==> src/rtl/alu_pkg.sv <==
// alu_pkg: ALU opcode constants shared by the ALU/counter/decoder slice
package alu_pkg;
  localparam logic [2:0] ADD = 3'b000;
  localparam logic [2:0] SUB = 3'b001;
  localparam logic [2:0] NOT = 3'b010;
  localparam logic [2:0] AND = 3'b011;
  localparam logic [2:0] OR  = 3'b100;
  localparam logic [2:0] XOR = 3'b101;
  localparam logic [2:0] LT  = 3'b110;
  localparam logic [2:0] EQ  = 3'b111;
endpackage

==> src/rtl/adder_4bit.sv <==
// adder_4bit: 4-bit add/subtract with carry-out and signed overflow
module adder_4bit (
  input  logic [3:0] a,
  input  logic [3:0] b,
  input  logic       sub,
  output logic [3:0] sum,
  output logic       carry,
  output logic       overflow
);
  logic [3:0] bb;
  logic [4:0] s;
  assign bb = sub ? ~b : b;
  assign s = {1'b0, a} + {1'b0, bb} + {4'b0, sub};
  assign sum = s[3:0];
  assign carry = s[4];
  assign overflow = (a[3] == bb[3]) && (s[3] != a[3]);
endmodule

==> src/rtl/alu_counter_decoder.sv <==
// alu_counter_decoder: combinational ALU, 3-bit down-counter and 3-to-8 decoder
module alu_counter_decoder
  import alu_pkg::*;
#(
  parameter int DATA_W = 4,
  parameter int CNT_W  = 3
) (
  input  logic              clk,
  input  logic              rst,
  input  logic [2:0]        alu_fnselec,
  input  logic [DATA_W-1:0] alu_a,
  input  logic [DATA_W-1:0] alu_b,
  output logic [DATA_W-1:0] alu_res,
  output logic              alu_zero,
  output logic              alu_overflow,
  output logic              alu_carry,
  input  logic              counter_en,
  output logic [CNT_W-1:0]  dec_counter_out,
  input  logic [2:0]        x,
  input  logic              en,
  output logic [7:0]        y_dec
);
  logic [DATA_W-1:0] sum;
  logic c, v;
  adder_4bit u_add (
    .a(alu_a),
    .b(alu_b),
    .sub(alu_fnselec != ADD),
    .sum(sum),
    .carry(c),
    .overflow(v)
  );
  always_comb begin
    alu_res = '0;
    alu_carry = 1'b0;
    alu_overflow = 1'b0;
    case (alu_fnselec)
      ADD, SUB: begin
        alu_res = sum;
        alu_carry = c;
        alu_overflow = v;
      end
      NOT: alu_res = ~alu_a;
      AND: alu_res = alu_a & alu_b;
      OR:  alu_res = alu_a | alu_b;
      XOR: alu_res = alu_a ^ alu_b;
      LT:  alu_res = {{(DATA_W-1){1'b0}}, sum[DATA_W-1] ^ v};
      EQ:  alu_res = {{(DATA_W-1){1'b0}}, alu_a == alu_b};
      default: alu_res = '0;
    endcase
  end
  assign alu_zero = alu_res == '0;
  always_ff @(posedge clk)
    if (rst) dec_counter_out <= '1;
    else if (counter_en) dec_counter_out <= dec_counter_out - 1'b1;
  assign y_dec = en ? 8'b1 << x : 8'h00;
endmodule

==> config.mk <==
export PLATFORM = sky130hd
export DESIGN_NAME = alu_counter_decoder
export DESIGN_NICKNAME = d
export VERILOG_FILES = /design/src/rtl/alu_pkg.sv /design/src/rtl/adder_4bit.sv /design/src/rtl/alu_counter_decoder.sv
export SDC_FILE = /design/constraint.sdc
export NUM_CORES = 1
export LEC_CHECK = 0
export ABC_AREA = 1
export CAP_MARGIN = 15
export CORE_UTILIZATION = 31
export DETAILED_ROUTE_END_ITERATION = 7
export PLACE_DENSITY = 0.68
export SYNTH_ARGS = -nofsm -noshare
export SYNTH_HDL_FRONTEND = slang
export SYNTH_SLANG_ARGS = --single-unit
==> constraint.sdc <==
create_clock -name clk -period 2.7 [get_ports clk]
set_clock_uncertainty 0.15 [all_clocks]
set_input_delay 0.54 -clock clk [delete_from_list [all_inputs] [get_ports clk]]
set_output_delay 0.54 -clock clk [all_outputs]
set_load 0.005 [all_outputs]
==> key figures <==
Run status
  • Outcome: finished with violations
  • Failing checks: negative setup slack

Detailed routing
  • DRC viols: 0
  • Avg WL per Cell: approximately 13 um
  • Via count: 1119
  • Iter 0 DRT Violations: 29
  • Via/cell ratio: approximately 4.7
  • First-pass detailed-route iteration total: 4
  • DRT Wirelength: roughly 3.0 mm
  • Final ANT Viol Nets: 0

STA
  • RSZ-0062 raised after global routing: yes
  • Final setup fails: 7
  • Period utilization: 107.5%
  • Slew Limit Fails: 0
  • Final worst setup slack: -202.4 ps
  • Slew @ Worst Pin: 339.7 ps
  • Fmax achieved: approximately 340 MHz
  • Tmin final: about 2900 ps
  • Final hold vios: 0
  • WHS: 315.9 ps
  • Slew headroom: between 70% and 80%

Placed design
  • DP Area: 0.001385 sq mm
  • GPL Wtd Cong: approximately 0.9
  • Hpwl dp: between 2 and 2.5 mm
  • PortBufs: 35
  • Placed cells: between 200 and 250

Critical path
  • FF-to-FF Start: dec_counter_out[0]
  • CP top delay family: simple AND/OR/NAND/NOR gates
  • WS Path Type: input port to primary output
  • Arrival time worst endpoint: roughly 2200 ps
  • Worst setup path startpoint: alu_fnselec[1]
  • R2r setup slk: 1600 ps
  • CP Cell Sequence: buf_6, nor2_4, nand2_4, xor2_1, ha_1, buf_6, xnor2_2, nand2_2, nand4_4, nor2_2, nand2_1, nor2_1, buf_2
  • CP bufs+invs: 3
  • Critical Path Max Stage Delay: around 320 ps
  • CP Max Fanout: 3
  • Critical Path RT: ~2000 ps
  • Worst setup EP type: primary output
  • Critical-path top delay cell: ha_1
  • Last element of the critical path: alu_zero
  • Reg2Reg Capture Point: dec_counter_out[2]
  • Critical path startpoint category: input port
  • Crit path depth: 13
  • Most frequent CP cell: buf_6
  • R2R depth: 6

Pwr
  • Power per cell area: ~270 mW/mm^2
  • Comb power frac: between 60% and 70%
  • Sw frac: 38.82%
  • Int Pwr: roughly 0.27 mW
  • VDD IR max: ~0.22 mV
  • Clock power share: between 10% and 20%
  • Net switching power: between 0.15 and 0.2 mW
  • LEAKAGE: around 0.83 nW
  • Seq pwr share: ~11%

Yosys
  • Synth top area share: between 10% and 20%
  • Mapped Cells: 130
  • Net Count, Synth: around 160
  • Top post-synthesis cells by area: ha_1 19%, nand2_1 14%, inv_1 10%, dfxtp_1 7.5%, nor2_1 6.5%
  • Number of synthesized flops with an enable pin: 0
  • Seq/Total Area, Yosys: under 10%
  • Top FF cell, synth: dfxtp_1
  • Mean Syn Cell Area: between 6 and 7 sq um
  • Post-synth ARST share: 0%
  • Synth Warn #: 0
  • Yosys cell types: 26
  • Yosys top cell by area: ha_1
  • Synthesized cell area: between 800 and 900 sq um
  • Synth Register Bits: 3

Floorplanning
  • Rows: 18
  • Ports: 36
  • DIE AREA: around 0.0028 sq mm
  • Die Span X: around 53 um
  • CORE AREA: 0.002455 sq mm
  • Die H: 52.95 um
  • Initial Util: between 30% and 40%

Layout
  • Area Overhead vs Synth: 101.4%
  • Fraction of layout instances using a drive strength above 1: ~48%
  • Max reg flops: 3
  • Fillers: 213
  • Register area: 60.06 sq um
  • NumNets Final: roughly 240
  • Leading cell type in the layout, fill and taps excluded: buf_4
  • Core Util, Final: about two thirds
  • Largest registers: dec_counter_out x3
  • Multi-input gate area: about 770 sq um
  • Layout Cells excl Fill: ~240
  • Fin area: between 0.0015 and 0.002 sq mm
  • Commonest non-fill, non-tap cells in the layout: 30 x buf_4, 23 x nand2_1, 17 x clkdlybuf4s50_1
  • N_diodes: 0
  • Top reg by flops: dec_counter_out

Global routing
  • GRT Overall Usage: between 20% and 30%
  • Total global routing overflow: 0
  • Global-route wire length before repair: 4.098 mm
  • Largest net degree at the start of global routing: 8
  • Vias in the first global route: 1016
  • Initial antenna violation count: 0

Clock network
  • CTS tree: yes
  • Num CTS Buffers: 3
  • Worst-skew pair later-pin latency: 240 ps
  • H-Tree Depth: 1
  • Root Buffer: clkbuf_4
  • Clk sink count: 3
  • Clk buf depth: 2
  • CTS clk-pin slew, worst paths: ~30 ps

Flow run
  • Max Cap Viol: 0

Min path
  • Min-delay worst type: flip-flop to flip-flop
-- power groups by stage --
stage	Sequential [mW]	Combinational, mW	Clock [mW]
6_report	0.0492	0.303	0.0831
5_1_grt	0.0497	0.325	0.0940
4_1_cts	0.0493	0.256	0.0850
3_5_place_dp	0.0500	0.229	0
3_3_place_gp	0.0498	0.224	0
2_1_floorplan	0.0501	0.110	0
-- metal layers --
| layer | track usage (%) | share of wire, % |
|---|---|---|
| met1 | 21.05 | 38 |
| met2 | 39.03 | 56 |
| met3 | 3.161 | 5.2 |
| met4 | 7.456 | 0.67 |
| met5 | 0 | 0 |
-- kinds of logic (layout without fill, tap and decap cells) --
family,count (synthesis),count (layout),synth area share [%]
and+or+nand+nor,71,71,44.48
buffers and inverters,26,102,13.06
xor gates and xnor gates,5,5,5.443
AOI/OAI and AO/OA,12,12,8.399
DFF,3,3,7.465
adders and majority gates,13,13,21.15
-- worst min-delay path, stage by stage (launching register included) --
cell,delay [ps]
dfxtp_1,310
nand2_1,60
nand2_1,40
-- how the worst min path moves through the flow --
stage | cells past startpoint | to | start | slack (ps)
after global routing | 2 | dec_counter_out[2] | dec_counter_out[2] | 330
final | 2 | dec_counter_out[2] | dec_counter_out[2] | 320
after detailed placement | 2 | dec_counter_out[2] | dec_counter_out[2] | 310
after global placement | 2 | dec_counter_out[2] | dec_counter_out[2] | 300
after floorplan | 2 | dec_counter_out[2] | dec_counter_out[2] | 310
after CTS | 2 | dec_counter_out[2] | dec_counter_out[2] | 320
-- repair_timing --
| action | in CTS | in global routing |
|---|---|---|
| setup endpoints to repair | 7 | 7 |
| pin swaps | 23 | 19 |
| hold buffers | 0 | 0 |
| buffers inserted | 7 | 6 |
| resized for setup | 74 | 20 |
| endpoints found under the hold margin | 0 | 0 |
-- metrics by stage --
stage | TNS [ps] | setup slack, ps | power, mW
CTS | -704.8 | -195.5 | 0.3904
detailed placement | -5828 | -972.3 | 0.2791
global route | -1349 | -298.7 | 0.4685
floorplan | 0 | 1.434 | 0.1601
global placement | -5466 | -913.7 | 0.2741
finish | -878.1 | -202.4 | 0.4354
-- cell type report --
class                           count  area share, %
Tap cell                           30          2.317
Multi-Input combinational cell    101          47.41
Inverter                           25          5.792
Sequential cell                     3          3.707
Timing Repair Buffer               73          39.15
Clock buffer                        4          1.622
-- Yosys cell counts, types with 2 or more instances --
cell     number
xor2_1        4
nand2_2       2
nand3_2       3
dfxtp_1       3
nor2_1       14
inv_1        22
ha_1         12
nand3_1       3
nor3_1        7
o21ai_0       2
nand2_1      30
o21ai_1       2
nor2_2        3
a21oi_1       6
nand4_1       4
inv_2         3
(Power assumes the default switching activity.)
